===== config.mk =====
export PLATFORM = sky130hd
export DESIGN_NAME = multicycle_ctrl
export DESIGN_NICKNAME = d
export VERILOG_FILES = /design/src/rtl/multicycle_ctrl.sv
export SDC_FILE = /design/constraint.sdc
export NUM_CORES = 1
export LEC_CHECK = 0
export BUFFER_PORTS_ARGS = -buffer_cell sky130_fd_sc_hd__clkbuf_2
export CAP_MARGIN = 10
export CORE_MARGIN = 2
export CORE_UTILIZATION = 50
export CTS_BUF_LIST = sky130_fd_sc_hd__clkbuf_2 sky130_fd_sc_hd__clkbuf_4 sky130_fd_sc_hd__clkbuf_8
export DETAILED_ROUTE_END_ITERATION = 7
export GPL_TIMING_DRIVEN = 0
export PLACE_DENSITY = 0.87
export SETUP_SLACK_MARGIN = 0.05
export SLEW_MARGIN = 20
export SYNTH_ARGS = -nofsm -noshare
export SYNTH_HDL_FRONTEND = slang
export SYNTH_SLANG_ARGS = --single-unit
export TNS_END_PERCENT = 100

===== constraint.sdc =====
create_clock -name Clk -period 4.65 [get_ports Clk]
set_input_delay 0.6975 -clock Clk [delete_from_list [all_inputs] [get_ports Clk]]
set_output_delay 0.6975 -clock Clk [all_outputs]
set_load 0.05 [all_outputs]

===== src/rtl/multicycle_ctrl.sv =====
// Multicycle MIPS-subset control unit: FETCH/DECODE/EXEC/MEM/WB sequencing,
// datapath strobe decode, and memory-ready timeout trapping.
module multicycle_ctrl #(
  parameter int unsigned MEM_TIMEOUT = 15
) (
  input  logic        Clk,
  input  logic        Reset,
  input  logic [31:0] Instr,
  input  logic        Zero,
  input  logic        IMemReady,
  input  logic        DMemReady,
  output logic        IMemReq,
  output logic        IRWrite,
  output logic        PCWrite,
  output logic        DMemRead,
  output logic        DMemWrite,
  output logic        RegWrite,
  output logic        MemtoReg,
  output logic        ALUASrc,
  output logic        ExtendSign,
  output logic [1:0]  PCSrc,
  output logic [1:0]  RegDst,
  output logic [1:0]  RegDataSel,
  output logic [3:0]  ALUControl,
  output logic [2:0]  ALUBSrc,
  output logic [2:0]  State,
  output logic        Illegal,
  output logic        Fault
);

  localparam int unsigned CNT_W = (MEM_TIMEOUT > 1) ? $clog2(MEM_TIMEOUT) : 1;

  localparam logic [5:0] OP_R     = 6'd0;
  localparam logic [5:0] OP_J     = 6'd2;
  localparam logic [5:0] OP_JAL   = 6'd3;
  localparam logic [5:0] OP_BEQ   = 6'd4;
  localparam logic [5:0] OP_BNE   = 6'd5;
  localparam logic [5:0] OP_ADDI  = 6'd8;
  localparam logic [5:0] OP_ADDIU = 6'd9;
  localparam logic [5:0] OP_ANDI  = 6'd12;
  localparam logic [5:0] OP_ORI   = 6'd13;
  localparam logic [5:0] OP_LW    = 6'd35;
  localparam logic [5:0] OP_SW    = 6'd43;

  localparam logic [5:0] F_SLL  = 6'd0;
  localparam logic [5:0] F_JR   = 6'd8;
  localparam logic [5:0] F_ADD  = 6'd32;
  localparam logic [5:0] F_ADDU = 6'd33;
  localparam logic [5:0] F_SUB  = 6'd34;
  localparam logic [5:0] F_AND  = 6'd36;
  localparam logic [5:0] F_OR   = 6'd37;
  localparam logic [5:0] F_XOR  = 6'd38;
  localparam logic [5:0] F_NOR  = 6'd39;
  localparam logic [5:0] F_SLT  = 6'd42;

  typedef enum logic [2:0] {
    FETCH  = 3'd0,
    DECODE = 3'd1,
    EXEC   = 3'd2,
    MEM    = 3'd3,
    WB     = 3'd4,
    TRAP   = 3'd5
  } state_t;

  typedef enum logic [2:0] {
    C_ALU, C_LW, C_SW, C_BEQ, C_BNE, C_J, C_JR, C_JAL
  } cls_t;

  state_t           state, next_state;
  logic [CNT_W-1:0] wait_cnt;
  logic             fault_q;

  cls_t       cls;
  logic       legal;
  logic       r_type;
  logic [3:0] alu_ctl;
  logic [2:0] alu_b;
  logic       alu_a;
  logic       ext_sign;
  logic       cnt_hit;
  logic       waiting;

  // Instruction decode; meaningful whenever Instr holds the current IR.
  always_comb begin
    cls      = C_ALU;
    legal    = 1'b1;
    r_type   = 1'b0;
    alu_ctl  = 4'd0;
    alu_b    = 3'd0;
    alu_a    = 1'b0;
    ext_sign = 1'b0;
    case (Instr[31:26])
      OP_R: begin
        r_type = 1'b1;
        case (Instr[5:0])
          F_ADD, F_ADDU: alu_ctl = 4'd2;
          F_SUB:         alu_ctl = 4'd6;
          F_AND:         alu_ctl = 4'd0;
          F_OR:          alu_ctl = 4'd1;
          F_XOR:         alu_ctl = 4'd4;
          F_NOR:         alu_ctl = 4'd3;
          F_SLT:         alu_ctl = 4'd7;
          F_SLL: begin
            alu_ctl = 4'd10;
            alu_b   = 3'd4;
            alu_a   = 1'b1;
          end
          F_JR:          cls = C_JR;
          default:       legal = 1'b0;
        endcase
      end
      OP_ADDI: begin
        alu_ctl  = 4'd2;
        alu_b    = 3'd1;
        ext_sign = 1'b1;
      end
      OP_ADDIU: begin
        alu_ctl = 4'd2;
        alu_b   = 3'd1;
      end
      OP_ANDI: begin
        alu_ctl = 4'd0;
        alu_b   = 3'd1;
      end
      OP_ORI: begin
        alu_ctl = 4'd1;
        alu_b   = 3'd1;
      end
      OP_LW, OP_SW: begin
        cls      = (Instr[31:26] == OP_LW) ? C_LW : C_SW;
        alu_ctl  = 4'd2;
        alu_b    = 3'd1;
        ext_sign = 1'b1;
      end
      OP_BEQ, OP_BNE: begin
        cls      = (Instr[31:26] == OP_BEQ) ? C_BEQ : C_BNE;
        alu_ctl  = 4'd6;
        ext_sign = 1'b1;
      end
      OP_J:    cls = C_J;
      OP_JAL:  cls = C_JAL;
      default: legal = 1'b0;
    endcase
  end

  assign cnt_hit = (wait_cnt == CNT_W'(MEM_TIMEOUT - 1));
  assign waiting = ((state == FETCH) && !IMemReady) || ((state == MEM) && !DMemReady);

  // Next state and Mealy outputs; Reset forces every strobe low immediately.
  always_comb begin
    next_state = state;
    IMemReq    = 1'b0;
    IRWrite    = 1'b0;
    PCWrite    = 1'b0;
    DMemRead   = 1'b0;
    DMemWrite  = 1'b0;
    RegWrite   = 1'b0;
    MemtoReg   = 1'b0;
    ALUASrc    = 1'b0;
    ExtendSign = 1'b0;
    PCSrc      = 2'd0;
    RegDst     = 2'd0;
    RegDataSel = 2'd0;
    ALUControl = 4'd0;
    ALUBSrc    = 3'd0;
    Illegal    = 1'b0;
    if (!Reset) begin
      case (state)
        FETCH: begin
          IMemReq = 1'b1;
          if (IMemReady) begin
            IRWrite    = 1'b1;
            PCWrite    = 1'b1;
            next_state = DECODE;
          end else if (cnt_hit) begin
            next_state = TRAP;
          end
        end
        DECODE: begin
          if (Instr == 32'd0) begin
            next_state = FETCH;
          end else if (!legal) begin
            Illegal    = 1'b1;
            next_state = FETCH;
          end else begin
            next_state = EXEC;
          end
        end
        EXEC: begin
          ALUControl = alu_ctl;
          ALUBSrc    = alu_b;
          ALUASrc    = alu_a;
          ExtendSign = ext_sign;
          next_state = FETCH;
          case (cls)
            C_ALU:      next_state = WB;
            C_LW, C_SW: next_state = MEM;
            C_BEQ: if (Zero) begin
              PCWrite = 1'b1;
              PCSrc   = 2'd1;
            end
            C_BNE: if (!Zero) begin
              PCWrite = 1'b1;
              PCSrc   = 2'd1;
            end
            C_J: begin
              PCWrite = 1'b1;
              PCSrc   = 2'd2;
            end
            C_JR: begin
              PCWrite = 1'b1;
              PCSrc   = 2'd3;
            end
            C_JAL: begin
              PCWrite    = 1'b1;
              PCSrc      = 2'd2;
              RegWrite   = 1'b1;
              RegDst     = 2'd2;
              RegDataSel = 2'd1;
            end
            default: next_state = FETCH;
          endcase
        end
        MEM: begin
          DMemRead  = (cls == C_LW);
          DMemWrite = (cls == C_SW);
          // Ready wins over a simultaneous timeout.
          if (DMemReady) begin
            next_state = (cls == C_LW) ? WB : FETCH;
          end else if (cnt_hit) begin
            next_state = TRAP;
          end
        end
        WB: begin
          RegWrite   = 1'b1;
          RegDst     = r_type ? 2'd1 : 2'd0;
          MemtoReg   = (cls == C_LW);
          next_state = FETCH;
        end
        TRAP:    next_state = TRAP;
        default: next_state = FETCH;
      endcase
    end
  end

  // State register, wait counter (cleared on every state change) and sticky fault.
  always_ff @(posedge Clk or posedge Reset) begin
    if (Reset) begin
      state    <= FETCH;
      wait_cnt <= '0;
      fault_q  <= 1'b0;
    end else begin
      state <= next_state;
      if (next_state != state) begin
        wait_cnt <= '0;
      end else if (waiting) begin
        wait_cnt <= wait_cnt + CNT_W'(1);
      end
      if (next_state == TRAP) begin
        fault_q <= 1'b1;
      end
    end
  end

  assign State = state;
  assign Fault = fault_q;

endmodule


==> results of run 1 <==
[area by class of cell]
class / count / share of cell area
Timing Repair Buffer: 57 / 0.178
Clock buffer: 3 / 0.0140
Buffer: 15 / 0.0601
Sequential cell: 8 / 0.125
Multi-Input combinational cell: 139 / 0.590
Tap cell: 30 / 0.0234
Inverter: 4 / 0.00936
[power groups by stage]
stage / Clock, uW / Sequential (uW) / Combinational, uW
floorplan: 0 / 142 / 157
global placement: 0 / 107 / 250
detailed placement: 0 / 107 / 251
CTS: 52.2 / 106 / 252
global route: 57.3 / 109 / 278
finish: 49.7 / 107 / 253
[flip-flops by register name, summed over array words and instances, names as in the netlist]
signal and count:
Fault 1, State 3, wait_cnt 4
[stage by stage]
stage | cells | total power, uW | util
3_3_place_gp | 253 | 357 | 0.650
3_5_place_dp | 253 | 359 | 0.650
5_1_grt | 256 | 444 | 0.659
2_1_floorplan | 166 | 299 | -
6_report | 256 | 410 | 0.659
4_1_cts | 256 | 411 | 0.659
[routing by layer]
metal | wire [um] | track usage | up-vias | share of wire
li1 | - | - | 737 | -
met1 | 1420 | 0.318 | 650 | 0.45
met2 | 1470 | 0.368 | 76 | 0.46
met3 | 277 | 0.0333 | 2 | 0.087
met4 | 8 | 0.0292 | 0 | 0.0025
met5 | 0 | 0 | - | 0
[kinds of logic (layout without fill, tap and decap cells)]
group,count (synthesis),count (layout),synth area share
AND/OR/NAND/NOR,86,86,0.424
AO/OA/AOI/OAI,41,41,0.247
buffers and inverters,19,79,0.0887
flip-flops,8,8,0.160
XOR/XNOR,7,7,0.0489
adder cells (fa/ha/maj),2,2,0.0199
other,1,2,0.00299
multiplexers,1,1,0.00897
[worst max-delay path, stage by stage]
cell and delay (ns):
sky130_fd_sc_hd__buf_2 0.15, sky130_fd_sc_hd__or2_1 0.29, sky130_fd_sc_hd__nor2_1 0.16, sky130_fd_sc_hd__nand2_1 0.15, sky130_fd_sc_hd__buf_2 0.22, sky130_fd_sc_hd__nor4_1 0.42
sky130_fd_sc_hd__buf_4 0.18, sky130_fd_sc_hd__clkbuf_2 0.26
[synthesized netlist by cell type (all sizes together) (2+ instances only)]
cell    number
a211o        2
a211oi       5
a21o         4
a21oi        8
a32oi        2
and2         3
and3         5
buf         15
dfrtp        8
ha           2
inv          4
nand2       11
nand3        4
nand3b       3
nand4        4
nor2        18
nor2b        3
nor3         5
nor3b        4
nor4        12
nor4b        2
nor4bb       3
o21a         3
o21ai        7
or2          3
or4          2
xnor2        4
xor2         3
[worst max-delay path by stage]
stage | end | slack (ns) | startpoint | cells after the start
3_3_place_gp | ALUBSrc[2] | 1.47 | Reset | 8
4_1_cts | ALUBSrc[2] | 1.42 | Reset | 8
3_5_place_dp | ALUBSrc[2] | 1.44 | Reset | 8
6_report | ALUBSrc[2] | 1.43 | Reset | 8
5_1_grt | ALUBSrc[2] | 1.33 | Reset | 8
2_1_floorplan | ALUBSrc[2] | 0.40 | Reset | 7
==> tab_implementation.tex, run 1 <==
\begin{tabular}{lr}
\hline
Metric & Value \\
\hline
\multicolumn{2}{l}{\textbf{Outcome}} \\
\quad Status & finished clean \\
\multicolumn{2}{l}{\textbf{Timing}} \\
\quad Final Worst Setup Slack & 1.43 ns \\
\quad Period minus WS final & 3.22 ns \\
\quad Hold WS & 0.458 ns \\
\quad Slew at the pin closest to its max-slew limit & 0.583 ns \\
\quad Ratio of final minimum period to clock period & 0.692 \\
\quad Unrepaired setup endpoints after global routing & no \\
\quad Final setup violation count & 0 \\
\quad Number of failing hold endpoints at the final stage & 0 \\
\quad Final-report max-slew violation count & 0 \\
\quad Max Clock Freq & 311 MHz \\
\quad Fin Clk Skew & 0.00690 ns \\
\quad Worst-case headroom to the max-slew limit & 0.608 \\
\quad Fin Setup TNS & 0 ns \\
\multicolumn{2}{l}{\textbf{Setup path}} \\
\quad Worst R2R Path Depth & 6 \\
\quad FF-to-FF End & Fault \\
\quad Worst setup slack for register-to-register paths & 2.85 ns \\
\quad Startpoint of the lowest-slack register-to-register path & State[2] \\
\quad Critical Path RT & 3.95 ns \\
\quad Kind of start point of the critical path & primary input \\
\quad Crit path DAT & 2.52 ns \\
\quad Setup Crit Path Kind & in2out \\
\quad Max FO, Critical Path & 10 \\
\quad Critical Path Sink Type & output port \\
\multicolumn{2}{l}{\textbf{Clock network}} \\
\quad Number of buffers added by the clock tree synthesis step & 3 \\
\quad CTS HTree Levels & 1 \\
\quad Total of hold buffers inserted after clock tree synthesis & 0 \\
\quad Post-CTS Resized & 0 \\
\quad Number of clock sinks seen by CTS & 8 \\
\quad Worst-skew pair later-pin latency & 0.25 ns \\
\quad Maximum count of clock buffers along a single path & 2 \\
\quad Clock edge transition at the registers on the reported setup and hold paths & 0.05 ns \\
\quad Buffer type at the clock tree root & sky130\_fd\_sc\_hd\_\_clkbuf\_4 \\
\quad TritonCTS clock tree & done \\
\quad Number of buffers added for setup after CTS & 0 \\
\multicolumn{2}{l}{\textbf{Pwr}} \\
\quad Net load switching power & 205 uW \\
\quad Largest voltage drop on the vdd net & 219 uV \\
\quad Part of the total power dissipated in sequential elements & 0.261 \\
\quad Cell internal power dissipation & 204 uW \\
\quad Part of the total power dissipated in the clock network & 0.121 \\
\quad Switching fraction of total power & 0.501 \\
\quad Areal power density over the cells & 255 mW/mm2 \\
\quad Leakage power & 0.000758 uW \\
\quad Combinational cell fraction of total power & 0.618 \\
\multicolumn{2}{l}{\textbf{Yosys}} \\
\quad Top post-synthesis cells by area & sky130\_fd\_sc\_hd\_\_dfrtp\_1, sky130\_fd\_sc\_hd\_\_nor4\_1, sky130\_fd\_sc\_hd\_\_nor2\_1 \\
\quad Post-synthesis average cell area & 7.61 um2 \\
\quad Post-synthesis register bit count & 8 \\
\quad Area share of the leading cell type in the synthesized netlist & 0.160 \\
\quad Primary flip-flop cell chosen by synthesis mapping & sky130\_fd\_sc\_hd\_\_dfrtp\_1 \\
\quad Synth unique cells & 57 \\
\quad Synthesis warning total & 0 \\
\quad Post-Syn Area & 0.00125 mm2 \\
\quad Sequential area share after synthesis & 0.160 \\
\quad Cell taking the most area after synthesis & sky130\_fd\_sc\_hd\_\_dfrtp\_1 \\
\quad Post-synthesis instance total & 165 \\
\quad Async set-or-reset flop fraction in the synthesized netlist & 1.00 \\
\quad Number of enable flip-flop cells after synthesis & 0 \\
\multicolumn{2}{l}{\textbf{Worst hold path}} \\
\quad Launch instance of the worst min-delay path & Fault \\
\quad Worst hold stages & 1 \\
\quad Path class of the lowest-slack min-delay path & reg2reg \\
\quad Worst hold path endpoint & Fault \\
\multicolumn{2}{l}{\textbf{Layout}} \\
\quad Non-Filler Cell Area, Final & 0.00160 mm2 \\
\quad Diode insertion count for antenna repair & 0 \\
\quad Count of nets after finishing & 267 \\
\quad Combined flip-flop and latch cell area & 200 um2 \\
\quad Most frequent standard cell in the layout excluding fill and tap cells & sky130\_fd\_sc\_hd\_\_clkbuf\_2 \\
\quad Area growth syn-to-layout & 27.8\% \\
\quad Most frequent cells in the layout & sky130\_fd\_sc\_hd\_\_clkbuf\_2, sky130\_fd\_sc\_hd\_\_nor2\_1, sky130\_fd\_sc\_hd\_\_nand2\_1, sky130\_fd\_sc\_hd\_\_nor4\_1 \\
\quad Total of fill cells in the finished design & 217 \\
\quad Fraction of final layout cells sized beyond drive strength 1 & 0.389 \\
\quad Multi-input gate area & 947 um2 \\
\multicolumn{2}{l}{\textbf{Routing}} \\
\quad Number of iterations in the first detailed-routing pass & 4 \\
\quad Vias per inst & 5.72 \\
\quad Post-DRT Antenna Nets & 0 \\
\quad Number of vias in the routed layout & 1465 \\
\quad Number of DRC markers in iteration 0 & 40 \\
\quad Total detailed-routing wirelength & 3180 um \\
\quad Post-DR wirelength/cell & 12.4 um \\
\quad DRC violations left & 0 \\
\multicolumn{2}{l}{\textbf{Global routing}} \\
\quad Total routing usage reported by global routing & 0.224 \\
\quad Grt total ovfl & 0 \\
\quad Largest net degree at the start of global routing & 11 \\
\quad Initial antenna violation count & 0 \\
\quad First-pass GRT wire length & 5050 um \\
\quad Number of global-route vias before repair & 1174 \\
\multicolumn{2}{l}{\textbf{Floorplanning}} \\
\quad Core region area & 0.00243 mm2 \\
\quad Initial standard-cell utilization of the core & 0.516 \\
\quad Y dimension of the die & 54.1 um \\
\quad IO Count & 64 \\
\quad Floorplan die area & 0.00293 mm2 \\
\quad Die width & 54.1 um \\
\quad \# rows & 18 \\
\multicolumn{2}{l}{\textbf{Placement}} \\
\quad Dpl cell area & 0.00158 mm2 \\
\quad Final weighted congestion of routability-driven global placement & 0.846 \\
\quad Post-DP HPWL & 2560 um \\
\quad Number of input and output port buffers inserted & 57 \\
\quad Placement Setup Slack & 1.44 ns \\
\multicolumn{2}{l}{\textbf{Flow run}} \\
\quad Reported max-cap violation count & 0 \\
\hline
\end{tabular}
Note: power is estimated with default switching activity, not from simulation.
==> inputs of run 2 (changes only) <==
--- a/config.mk
+++ b/config.mk
@@ -8,11 +8,11 @@
 export BUFFER_PORTS_ARGS = -buffer_cell sky130_fd_sc_hd__clkbuf_2
 export CAP_MARGIN = 10
 export CORE_MARGIN = 2
-export CORE_UTILIZATION = 50
+export CORE_UTILIZATION = 43
 export CTS_BUF_LIST = sky130_fd_sc_hd__clkbuf_2 sky130_fd_sc_hd__clkbuf_4 sky130_fd_sc_hd__clkbuf_8
 export DETAILED_ROUTE_END_ITERATION = 7
 export GPL_TIMING_DRIVEN = 0
-export PLACE_DENSITY = 0.87
+export PLACE_DENSITY = 0.79
 export SETUP_SLACK_MARGIN = 0.05
 export SLEW_MARGIN = 20
 export SYNTH_ARGS = -nofsm -noshare
==> constraint.sdc (replaced) <==
create_clock -name Clk -period 2.6 [get_ports Clk]
set_input_delay 0.39 -clock Clk [delete_from_list [all_inputs] [get_ports Clk]]
set_output_delay 0.39 -clock Clk [all_outputs]
set_load 0.05 [all_outputs]
==> tab_implementation.tex, run 2 (synthesized netlist as in run 1, its figures left out) <==
\begin{tabular}{lr}
\hline
Metric & Value \\
\hline
\multicolumn{2}{l}{\textbf{Layout}} \\
\quad Most frequent standard cell in the layout excluding fill and tap cells & sky130\_fd\_sc\_hd\_\_clkbuf\_2 \\
\quad Count of nets after finishing & 267 (unchanged) \\
\quad Most flop-heavy register & wait\_cnt \\
\quad Area growth syn-to-layout & 37.9\% \\
\quad Fraction of final layout cells sized beyond drive strength 1 & 0.458 (+0.0688) \\
\quad Non-Filler Cell Area, Final & 0.00173 mm2 (+7.9\%) \\
\quad Most frequent cells in the layout & sky130\_fd\_sc\_hd\_\_clkbuf\_2, sky130\_fd\_sc\_hd\_\_nor2\_1, sky130\_fd\_sc\_hd\_\_nand2\_1 \\
\quad Total of fill cells in the finished design & 264 (+22\%) \\
\quad Largest register FFs & 4 (unchanged) \\
\quad Diode insertion count for antenna repair & 0 (unchanged) \\
\multicolumn{2}{l}{\textbf{Pwr}} \\
\quad Largest voltage drop on the vdd net & 381 uV (+74\%) \\
\quad Combinational cell fraction of total power & 0.618 (about the same) \\
\quad Net load switching power & 391 uW (+91\%) \\
\quad Part of the total power dissipated in sequential elements & 0.244 (-0.017) \\
\quad Cell internal power dissipation & 395 uW (+93\%) \\
\quad Overall power after layout & 786 uW (+92\%) \\
\quad Leakage power & 0.000793 uW (+4.7\%) \\
\quad Part of the total power dissipated in the clock network & 0.138 (+0.017) \\
\quad Switching fraction of total power & 0.498 (-0.00318) \\
\quad Areal power density over the cells & 454 mW/mm2 (+78\%) \\
\multicolumn{2}{l}{\textbf{Setup path}} \\
\quad Number of buffers and inverters on the critical path & 3 (-1) \\
\quad Max FO, Critical Path & 10 (unchanged) \\
\quad Cell family with most CP delay & simple AND/OR/NAND/NOR gates \\
\quad Cell-by-cell trace of the critical path & buf\_2 -> or2\_4 -> nor2\_2 -> nand2\_2 -> buf\_6 -> nor4\_4 -> clkbuf\_4 \\
\quad Setup Crit Path Kind & reg2out \\
\quad Crit path DAT & 2.06 ns (-0.46 ns) \\
\quad Slowest Stage Delay on Critical Path & 0.39 ns (-0.03 ns) \\
\quad Kind of start point of the critical path & flop \\
\quad Cell at the slowest stage of the critical path & sky130\_fd\_sc\_hd\_\_dfrtp\_2 \\
\quad Critical Path RT & 2.21 ns (-1.74 ns) \\
\quad Critical Path Sink Type & output port \\
\multicolumn{2}{l}{\textbf{Clock network}} \\
\quad Worst-skew pair later-pin latency & 0.25 ns (about the same) \\
\quad Number of clock sinks seen by CTS & 8 (unchanged) \\
\quad CTS HTree Levels & 1 (unchanged) \\
\quad Clock edge transition at the registers on the reported setup and hold paths & 0.06 ns (about the same) \\
\quad Buffer type at the clock tree root & sky130\_fd\_sc\_hd\_\_clkbuf\_4 \\
\quad Number of buffers added for setup after CTS & 0 (unchanged) \\
\quad Maximum count of clock buffers along a single path & 2 (unchanged) \\
\quad Number of buffers added by the clock tree synthesis step & 3 (unchanged) \\
\quad TritonCTS clock tree & done \\
\multicolumn{2}{l}{\textbf{Global routing}} \\
\quad Total routing usage reported by global routing & 0.210 (-0.0141) \\
\quad Initial antenna violation count & 0 (unchanged) \\
\quad Largest net degree at the start of global routing & 11 (unchanged) \\
\quad Global routing usage on met3 & 0.0223 (-0.0110) \\
\quad Grt total ovfl & 0 (unchanged) \\
\quad Most congested layer reported by global routing & met2 \\
\quad First-pass GRT wire length & 5770 um (+14\%) \\
\quad Met1 GRT Util & 0.295 (-0.0228) \\
\quad Fraction of met2 tracks used by global routing & 0.356 (-0.0124) \\
\quad Number of global-route vias before repair & 1380 (+18\%) \\
\multicolumn{2}{l}{\textbf{Floorplanning}} \\
\quad IO Count & 64 (unchanged) \\
\quad \# rows & 19 (+1) \\
\quad Die width & 58.0 um (+7.3\%) \\
\quad Initial standard-cell utilization of the core & 0.455 (-0.0609) \\
\quad Core region area & 0.00276 mm2 (+13\%) \\
\quad Y dimension of the die & 58.0 um (+7.3\%) \\
\quad Floorplan die area & 0.00337 mm2 (+15\%) \\
\multicolumn{2}{l}{\textbf{Placement}} \\
\quad Dpl cell area & 0.00167 mm2 (+5.8\%) \\
\quad Number of input and output port buffers inserted & 57 (unchanged) \\
\quad Final weighted congestion of routability-driven global placement & 0.801 (-5.3\%) \\
\quad Placement Setup Slack & 0.134 ns (-1.30 ns) \\
\quad Post-DP HPWL & 2870 um (+12\%) \\
\multicolumn{2}{l}{\textbf{Routing}} \\
\quad Post-DRT Antenna Nets & 0 (unchanged) \\
\quad DRC violations left & 0 (unchanged) \\
\quad Number of DRC markers in iteration 0 & 37 (-7.5\%) \\
\quad Post-DR wirelength/cell & 13.9 um (+12\%) \\
\quad Vias per inst & 5.92 (+3.5\%) \\
\quad Number of iterations in the first detailed-routing pass & 4 (unchanged) \\
\quad Total detailed-routing wirelength & 3580 um (+12\%) \\
\quad Number of vias in the routed layout & 1528 (+4.3\%) \\
\multicolumn{2}{l}{\textbf{Timing}} \\
\quad Final Worst Setup Slack & 0.148 ns (-1.28 ns) \\
\quad Fin Clk Skew & 0.00529 ns (-0.00160 ns) \\
\quad Period minus WS final & 2.45 ns \\
\quad Final-report max-slew violation count & 0 (unchanged) \\
\quad Worst-case headroom to the max-slew limit & 0.584 (-0.0239) \\
\quad Max Clock Freq & 408 MHz \\
\quad Ratio of final minimum period to clock period & 0.943 \\
\quad Slew at the pin closest to its max-slew limit & 0.624 ns (+0.0412 ns) \\
\quad Final setup violation count & 0 (unchanged) \\
\quad Hold WS & 0.169 ns (-0.289 ns) \\
\quad Number of failing hold endpoints at the final stage & 0 (unchanged) \\
\quad Unrepaired setup endpoints after global routing & no \\
\multicolumn{2}{l}{\textbf{Worst hold path}} \\
\quad Path class of the lowest-slack min-delay path & in2async \\
\multicolumn{2}{l}{\textbf{Outcome}} \\
\quad Status & finished clean \\
\multicolumn{2}{l}{\textbf{Flow run}} \\
\quad Reported max-cap violation count & 0 (unchanged) \\
\hline
\end{tabular}
-- run 2: cell type report --
class,instances,area [um2],area share
buffer,15,103,0.0593
clock buffer,4,30.0,0.0174
inverter,4,15.0,0.00868
multi-input combinational,139,1050,0.607
sequential,8,201,0.116
tap,31,38.8,0.0224
timing repair buffer,57,293,0.169
-- run 2: power groups by stage --
stage | Clock (uW) | Sequential (uW) | Combinational (uW)
global route | 120 | 195 | 527
CTS | 112 | 192 | 483
global placement | 0 | 193 | 470
detailed placement | 0 | 194 | 475
finish | 108 | 192 | 486
floorplan | 0 | 254 | 302
-- run 2: routing by layer --
metal	vias up	share of wire
li1	742	-
met1	709	0.43
met2	75	0.48
met3	2	0.090
met4	0	0.0022
met5	-	0
-- run 2: per-stage QoR --
step / setup TNS (ns) / util / cells
3_3_place_gp: 0 / 0.607 / 254
6_report: 0 / 0.627 / 258
2_1_floorplan: -0.815 / - / 166
5_1_grt: 0 / 0.627 / 258
4_1_cts: 0 / 0.624 / 258
3_5_place_dp: 0 / 0.607 / 254
-- run 2: worst register-to-register path, cell delays in order, from the launching register on --
cell and delay [ns]:
sky130_fd_sc_hd__dfrtp_1 0.38, sky130_fd_sc_hd__buf_2 0.19, sky130_fd_sc_hd__or3_1 0.43, sky130_fd_sc_hd__a21oi_2 0.28, sky130_fd_sc_hd__nand4_1 0.16, sky130_fd_sc_hd__xor2_1 0.18
sky130_fd_sc_hd__nor2_1 0.06
-- run 2: path summary, 6_finish.rpt --
path	start	to	slack [ns]	cells after the start
min in group Clk	Fault	Fault	0.46	1
worst max register to register	State[0]	wait_cnt[3]	0.79	6
worst min-delay path	Reset	wait_cnt[3]	0.17	2
worst max-delay path	State[2]	ALUControl[3]	0.15	7
max in group asynchronous	Reset	State[2]	2.18	2
worst min register to register	Fault	Fault	0.46	1
-- run 2: repair_timing --
action,in CTS,in global routing
gates resized for setup,7,3
pin swaps,0,0
hold endpoints to repair,0,0
hold buffers,0,0
endpoints found under the setup margin,10,7
